===== src/rtl/spi_flash_pkg.sv =====
// Shared types and constants for the SPI flash command sequencer.
// Latency: n/a (declarations only).
// Backpressure: n/a.
// Contents: flash opcodes, request op encoding, sequencer state encoding,
// engine transaction lengths and a helper that left-aligns a bare opcode.
package spi_flash_pkg;

  // Flash instruction opcodes
  localparam logic [7:0] OPC_READ        = 8'h03;
  localparam logic [7:0] OPC_WRITE       = 8'h02;
  localparam logic [7:0] OPC_WREN        = 8'h06;
  localparam logic [7:0] OPC_READ_STATUS = 8'h05;
  localparam logic [7:0] OPC_CHIP_ERASE  = 8'h60;

  // Engine transaction lengths in bits
  localparam logic [6:0] LEN_BYTE   = 7'd8;
  localparam logic [6:0] LEN_STATUS = 7'd16;
  localparam logic [6:0] LEN_LONG   = 7'd64;

  typedef enum logic [1:0] {
    OP_READ    = 2'd0,
    OP_PROGRAM = 2'd1,
    OP_ERASE   = 2'd2,
    OP_STATUS  = 2'd3
  } op_t;

  typedef enum logic [2:0] {
    S_IDLE = 3'd0,
    S_WREN = 3'd1,
    S_OP   = 3'd2,
    S_GAP  = 3'd3,
    S_POLL = 3'd4,
    S_RESP = 3'd5
  } seq_state_t;

  // Opcode left-aligned in the 64-bit tx field; idle bits are driven high.
  function automatic logic [63:0] pad_cmd8(input logic [7:0] opc);
    return {opc, {56{1'b1}}};
  endfunction

  // READ_STATUS followed by one dummy byte clocking the status back.
  function automatic logic [63:0] status_tx();
    return {OPC_READ_STATUS, 8'hFF, {48{1'b1}}};
  endfunction

endpackage


===== src/rtl/spi_flash_sequencer_gap_timer.sv =====
// gap_timer: down-counter that times the CS-high gap between status polls.
// Latency: load sets POLL_GAP-1; expired is high on the POLL_GAP-th enabled cycle.
// Backpressure: none; counts only while en is high and holds at zero.
// Ports: clk, rst (sync, active-high), load (restart count), en (count this
// cycle), expired (count has reached zero).
module gap_timer #(
  parameter int POLL_GAP = 16
) (
  input  logic clk,
  input  logic rst,
  input  logic load,
  input  logic en,
  output logic expired
);

  localparam int W = (POLL_GAP < 2) ? 1 : $clog2(POLL_GAP);

  logic [W-1:0] cnt;

  always_ff @(posedge clk) begin
    if (rst) begin
      cnt <= '0;
    end else if (load) begin
      cnt <= W'(POLL_GAP - 1);
    end else if (en && (cnt != '0)) begin
      cnt <= cnt - 1'b1;
    end
  end

  assign expired = (cnt == '0);

endmodule


===== src/rtl/spi_flash_sequencer.sv =====
// spi_flash_sequencer: turns one read/program/erase/status request into a
// sequence of SPI engine transactions (WREN, op, timed status polls).
// Latency: one engine transaction per state; POLL_GAP idle cycles between polls.
// Backpressure: cmd_ready only in IDLE; response held in RESP until rsp_ready.
// Ports: cmd_* request (valid/ready), rsp_* response (valid/ready),
// eng_* bit-level engine handshake (start pulse / done pulse), busy.
module spi_flash_sequencer
  import spi_flash_pkg::*;
#(
  parameter int POLL_LIMIT = 65535,
  parameter int POLL_GAP   = 16
) (
  input  logic        clk,
  input  logic        rst,
  input  logic        cmd_valid,
  output logic        cmd_ready,
  input  logic [1:0]  cmd_op,
  input  logic [23:0] cmd_addr,
  input  logic [31:0] cmd_wdata,
  output logic        rsp_valid,
  input  logic        rsp_ready,
  output logic [31:0] rsp_rdata,
  output logic        rsp_err,
  output logic        eng_start,
  output logic [6:0]  eng_len,
  output logic [63:0] eng_tx,
  input  logic        eng_done,
  input  logic [63:0] eng_rx,
  output logic        busy
);

  localparam int PCW = $clog2(POLL_LIMIT + 1);
  localparam logic [PCW-1:0] POLL_LAST = PCW'(POLL_LIMIT - 1);

  seq_state_t     state, state_nxt;
  op_t            op_q, op_sel;
  logic [23:0]    addr_q, addr_sel;
  logic [31:0]    wdata_q, wdata_sel;
  logic           launched, launched_nxt;
  logic [PCW-1:0] poll_cnt, poll_cnt_nxt;
  logic [6:0]     len_nxt;
  logic [63:0]    tx_nxt;
  logic [31:0]    rdata_nxt;
  logic           err_nxt;
  logic           in_txn, done_ok, poll_last, entering;
  logic           gap_load, gap_expired;
  logic           unused_rx;

  // Only the low word of the receive shifter carries data.
  assign unused_rx = ^eng_rx[63:32];

  assign in_txn    = (state == S_WREN) || (state == S_OP) || (state == S_POLL);
  // A done pulse before our own launch cannot belong to our transaction.
  assign done_ok   = in_txn && launched && eng_done;
  assign eng_start = in_txn && !launched;
  assign poll_last = (poll_cnt == POLL_LAST);
  assign cmd_ready = (state == S_IDLE);
  assign busy      = (state != S_IDLE);
  assign rsp_valid = (state == S_RESP);

  // In IDLE the command is not latched yet, so the first transaction is built
  // straight from the request inputs.
  always_comb begin
    op_sel    = op_q;
    addr_sel  = addr_q;
    wdata_sel = wdata_q;
    if (state == S_IDLE) begin
      op_sel    = op_t'(cmd_op);
      addr_sel  = cmd_addr;
      wdata_sel = cmd_wdata;
    end
  end

  // Next-state logic
  always_comb begin
    state_nxt = state;
    case (state)
      S_IDLE: begin
        if (cmd_valid) begin
          if ((op_t'(cmd_op) == OP_PROGRAM) || (op_t'(cmd_op) == OP_ERASE)) begin
            state_nxt = S_WREN;
          end else begin
            state_nxt = S_OP;
          end
        end
      end
      S_WREN: begin
        if (done_ok) state_nxt = S_OP;
      end
      S_OP: begin
        if (done_ok) begin
          if ((op_q == OP_READ) || (op_q == OP_STATUS)) state_nxt = S_RESP;
          else                                          state_nxt = S_GAP;
        end
      end
      S_GAP: begin
        if (gap_expired) state_nxt = S_POLL;
      end
      S_POLL: begin
        if (done_ok) begin
          if (!eng_rx[0] || poll_last) state_nxt = S_RESP;
          else                         state_nxt = S_GAP;
        end
      end
      S_RESP: begin
        if (rsp_ready) state_nxt = S_IDLE;
      end
      default: state_nxt = S_IDLE;
    endcase
  end

  assign entering = (state_nxt != state);
  assign gap_load = entering && (state_nxt == S_GAP);

  // Datapath next values: transaction setup, response capture, counters
  always_comb begin
    len_nxt      = eng_len;
    tx_nxt       = eng_tx;
    rdata_nxt    = rsp_rdata;
    err_nxt      = rsp_err;
    poll_cnt_nxt = poll_cnt;
    launched_nxt = launched;

    // Length and tx bits are set up on entry so they are already valid in
    // the launch cycle and stay constant while the engine shifts.
    if (entering) begin
      launched_nxt = 1'b0;
      case (state_nxt)
        S_WREN: begin
          len_nxt = LEN_BYTE;
          tx_nxt  = pad_cmd8(OPC_WREN);
        end
        S_OP: begin
          case (op_sel)
            OP_READ: begin
              len_nxt = LEN_LONG;
              tx_nxt  = {OPC_READ, addr_sel, 32'hFFFF_FFFF};
            end
            OP_PROGRAM: begin
              len_nxt = LEN_LONG;
              tx_nxt  = {OPC_WRITE, addr_sel, wdata_sel};
            end
            OP_ERASE: begin
              len_nxt = LEN_BYTE;
              tx_nxt  = pad_cmd8(OPC_CHIP_ERASE);
            end
            OP_STATUS: begin
              len_nxt = LEN_STATUS;
              tx_nxt  = status_tx();
            end
            default: begin
              len_nxt = LEN_STATUS;
              tx_nxt  = status_tx();
            end
          endcase
        end
        S_POLL: begin
          len_nxt = LEN_STATUS;
          tx_nxt  = status_tx();
        end
        default: ;
      endcase
    end else if (in_txn) begin
      launched_nxt = 1'b1;
    end

    if (state == S_IDLE && entering) begin
      poll_cnt_nxt = '0;
    end

    if (done_ok && (state == S_OP)) begin
      if (op_q == OP_READ) begin
        rdata_nxt = eng_rx[31:0];
        err_nxt   = 1'b0;
      end else if (op_q == OP_STATUS) begin
        rdata_nxt = {24'h0, eng_rx[7:0]};
        err_nxt   = 1'b0;
      end
    end

    if (done_ok && (state == S_POLL)) begin
      if (!eng_rx[0] || poll_last) begin
        // WIP still set on the last permitted poll means timeout.
        rdata_nxt = {24'h0, eng_rx[7:0]};
        err_nxt   = eng_rx[0];
      end else begin
        poll_cnt_nxt = poll_cnt + 1'b1;
      end
    end
  end

  always_ff @(posedge clk) begin
    if (rst) begin
      state <= S_IDLE;
    end else begin
      state <= state_nxt;
    end
  end

  always_ff @(posedge clk) begin
    if (rst) begin
      op_q      <= OP_READ;
      addr_q    <= '0;
      wdata_q   <= '0;
      launched  <= 1'b0;
      poll_cnt  <= '0;
      eng_len   <= '0;
      eng_tx    <= '1;
      rsp_rdata <= '0;
      rsp_err   <= 1'b0;
    end else begin
      if ((state == S_IDLE) && cmd_valid) begin
        op_q    <= op_t'(cmd_op);
        addr_q  <= cmd_addr;
        wdata_q <= cmd_wdata;
      end
      launched  <= launched_nxt;
      poll_cnt  <= poll_cnt_nxt;
      eng_len   <= len_nxt;
      eng_tx    <= tx_nxt;
      rsp_rdata <= rdata_nxt;
      rsp_err   <= err_nxt;
    end
  end

  gap_timer #(
    .POLL_GAP(POLL_GAP)
  ) u_gap_timer (
    .clk     (clk),
    .rst     (rst),
    .load    (gap_load),
    .en      (state == S_GAP),
    .expired (gap_expired)
  );

endmodule

===== config.mk =====
export PLATFORM = sky130hd
export DESIGN_NAME = spi_flash_sequencer
export DESIGN_NICKNAME = d
export VERILOG_FILES = /design/src/rtl/spi_flash_pkg.sv /design/src/rtl/spi_flash_sequencer_gap_timer.sv /design/src/rtl/spi_flash_sequencer.sv
export SDC_FILE = /design/constraint.sdc
export NUM_CORES = 1
export LEC_CHECK = 0
export BUFFER_PORTS_ARGS = -buffer_cell sky130_fd_sc_hd__buf_4
export CAP_MARGIN = 20
export CORE_MARGIN = 10
export CORE_UTILIZATION = 33
export CTS_BUF_LIST = sky130_fd_sc_hd__clkbuf_8
export DETAILED_ROUTE_END_ITERATION = 10
export GPL_ROUTABILITY_DRIVEN = 0
export PLACE_DENSITY = 0.56
export SYNTH_ARGS = -nofsm -noshare
export SYNTH_HDL_FRONTEND = slang
export SYNTH_SLANG_ARGS = --single-unit

===== constraint.sdc =====
create_clock -name clk -period 2.8 [get_ports clk]
set_clock_uncertainty 0.05 [all_clocks]
set_input_delay 0.14 -clock clk [delete_from_list [all_inputs] [get_ports clk]]
set_output_delay 0.14 -clock clk [all_outputs]
set_load 0.02 [all_outputs]

==> impl_metrics.env <==
export IMPL_min_from="rst"
export IMPL_io_buffers=198
export IMPL_synth_top_area_share_pct=43.3
export IMPL_cp_start_kind="register"
export IMPL_r2r_cells=8
export IMPL_ys_seq_area_share_pct=43.3
export IMPL_root_buffer="clkbuf_8"
export IMPL_dp_hpwl_um=17000
export IMPL_reg2reg_slack_ns=0.17
export IMPL_reg2reg_to="rsp_rdata[1]"
export IMPL_synth_most_common_cell="nand2_1"
export IMPL_synthAdderAreaFrac_pct=1.51
export IMPL_dieWidth_um=178
export IMPL_final_setup_worst_slack_ns=0.174
export IMPL_avgSynthCellArea_um2=7.78
export IMPL_syn_area_um2=8280
export IMPL_clkSlewWorstSetupHoldPaths_ns=0.11
export IMPL_synth_warnings=0
export IMPL_coreArea_um2=24500
export IMPL_status="finished, final reports clean"
export IMPL_post_place_ws_ns=0.228
export IMPL_max_slew_margin_pct=49.9
export IMPL_p_leak_uw=0.00504
export IMPL_synth_top_family_by_area="simple AND/OR/NAND/NOR gates"
export IMPL_multi_input_area_um2=4270
export IMPL_drtPass1Iterations=5
export IMPL_synthSimpleGateAreaFrac_pct=23.8
export IMPL_r2r_start="poll_cnt[3]"
export IMPL_drtIter0Drc=640
export IMPL_routed_via_density=4.88
export IMPL_synth_compound_area_share_pct=15.9
export IMPL_yosys_top_cells_area="dfxtp_1 43%, nand2_1 13%, mux2i_1 8.7%"
export IMPL_layout_drive_gt1_share_pct=21.2
export IMPL_synth_xor_area_share_pct=0.847
export IMPL_drt_wirelength_per_cell_um=16.0
export IMPL_timing_final_crit_share_pct=93.8
export IMPL_grt_pass1_vias=7990
export IMPL_dp_cells=1537
export IMPL_final_antenna_net_count=0
export IMPL_crit_family="simple AND/OR/NAND/NOR gates"
export IMPL_post_cts_resized=0
export IMPL_powerDensity_nw_per_um2=619
export IMPL_tritoncts="done"
export IMPL_diodes=0
export IMPL_drv_slew=0
export IMPL_syn_to_final_growth_pct=39.4
export IMPL_cp_arrival_ns=2.94
export IMPL_postSynthCellCount=1064
export IMPL_synth_area_mux_share_pct=8.98
export IMPL_seq_area_um2=3580
export IMPL_cts_buffers=17
export IMPL_fillers=2448
export IMPL_synth_edf_count=0
export IMPL_cap_violations=0
export IMPL_synth_main_ff_cell="dfxtp_1"
export IMPL_clock_sinks=179
export IMPL_clockBufferDepth=2
export IMPL_slowest_stage="or4_1"
export IMPL_required_ns=3.11
export IMPL_grt_pass1_wl_um=42500
export IMPL_ir_drop_v=0.000276
export IMPL_rsz0062_at_grt="no"
export IMPL_vias=8142
export IMPL_clkLatencyLatePin_ns=0.47
export IMPL_tns_ns=0
export IMPL_start_util_pct=33.7
export IMPL_hold_depth=2
export IMPL_max_clock_freq_mhz=381
export IMPL_cts_max_level=4
export IMPL_setup_violations=0
export IMPL_grt_ovfl_total=0
export IMPL_drt_total_wl_um=26700
export IMPL_drc_errors=0
export IMPL_die_height_um=178
export IMPL_hold_violations=0
export IMPL_cp_slowest_stage_delay_ns=0.64
export IMPL_grt_max_degree=69
export IMPL_cp_end_kind="register"
export IMPL_hold_path_end="rsp_rdata[5]"
export IMPL_cp_max_fo=8
export IMPL_synth_seq_cells=179
export IMPL_synth_distinct_cells=54
export IMPL_ios=235
export IMPL_async_reset_ff_share_pct=0
export IMPL_final_nets=1469
export IMPL_hold_class="in -> reg"
export IMPL_worst_path_buf_inv=2
export IMPL_crit_type="reg -> reg"
export IMPL_dieArea_um2=31800
export IMPL_ys_top_cells_by_count="280 x nand2_1, 179 x dfxtp_1, 120 x nor2_1"
export IMPL_yosysTopAreaCell="dfxtp_1"
export IMPL_groute_usage_overall_pct=16.4
export IMPL_stdcell_count=1669
export IMPL_antenna_found_initial=0
export IMPL_crit_path_cell_trace="nand4_1, or4_1, nand2_1, a21boi_0, buf_4, mux2i_1, nor2_1, dlygate4sd3_1"
export IMPL_rows=57
export IMPL_tightest_slew_ns=0.751
export IMPL_finalCriticalPeriod_ns=2.63
power breakdown:
group	total [uW]	leakage (uW)	internal [uW]	switching [uW]
combinational	2420	0.00339	992	1420
clock	1850	0.000197	788	1070
sequential	2870	0.00146	2750	123
worst max-delay path by stage:
stage	startpoint	end	slack, ns	cells after the start
2_1_floorplan	state[2]	eng_tx[36]	0.11	13
3_3_place_gp	state[0]	eng_tx[41]	0.25	9
3_5_place_dp	u_gap_timer.cnt[0]	eng_tx[42]	0.23	10
4_1_cts	poll_cnt[3]	rsp_rdata[7]	0.21	8
5_1_grt	u_gap_timer.cnt[0]	eng_tx[33]	0.0008	10
6_report	poll_cnt[3]	rsp_rdata[1]	0.17	8
placed cells by master, fill, tap and decap left out, types with 3 or more instances in the layout:
cell             n
ha_1            10
nand3_1          7
nor3_1          36
buf_12           5
xor2_1           3
dfxtp_1        179
nor4_1           3
mux2i_1         72
nand2_1        279
a31oi_1          6
buf_4          228
nand4_1          5
dlygate4sd3_1  100
nor2_1         118
and2_1           3
o21ai_0          8
a211oi_1        40
inv_6            6
nand2b_1         3
o211ai_1         3
clkinvlp_4       3
inv_2            3
xnor2_1          5
inv_8            3
a22oi_1         28
a21oi_1        104
and3_1           5
a21o_1           5
clkbuf_8        19
nor3b_1          3
inv_1           13
conb_1           4
registers in the layout (all words and copies together), names as in the netlist:
name / flops
addr_q: 24
eng_len: 3
eng_tx: 61
launched: 1
op_q: 2
poll_cnt: 16
rsp_err: 1
rsp_rdata: 32
state: 3
u_gap_timer.cnt: 4
wdata_q: 32
cell families after synthesis:
group,after synthesis
compound gates,210
mux,74
simple gates,479
fa+ha+maj,10
buf+inv,103
xor+xnor,8
flops,179
other cells,1
per-layer routing:
| metal | track usage (%) | wire (um) | share of wire, % |
|---|---|---|---|
| met1 | 20.0 | 12000 | 45 |
| met5 | 0 | 0 | 0 |
| met3 | 4.88 | 1670 | 6.3 |
| met2 | 27.8 | 12800 | 48 |
| met4 | 3.55 | 265 | 0.99 |
final cells by class:
cell class / count / share of cell area (%)
repair buffers: 333 / 24.4
inverters: 16 / 0.521
clock inverters: 13 / 1.20
flip-flops and latches: 179 / 31.1
clock buffers: 19 / 2.27
well taps: 324 / 3.51
multi-input cells: 785 / 37.0
what timing repair did:
| item | CTS | global route |
|---|---|---|
| setup buffers | 0 | 0 |
| hold buffers | 100 | 0 |
| endpoints found under the hold margin | 110 | 0 |
per-stage QoR:
stage               cell area (um2)  hold WS (ns)  util (%)  power, uW
floorplan                      8290         0.226         -       4440
detailed placement            10100         0.329      41.3       5250
finish                        11500        0.0241      47.0       7140
global placement              10100         0.320      41.3       5240
CTS                           11500       0.00346      47.0       7220
global route                  11500       0.00555      47.0       7550
(Power assumes the default switching activity.)
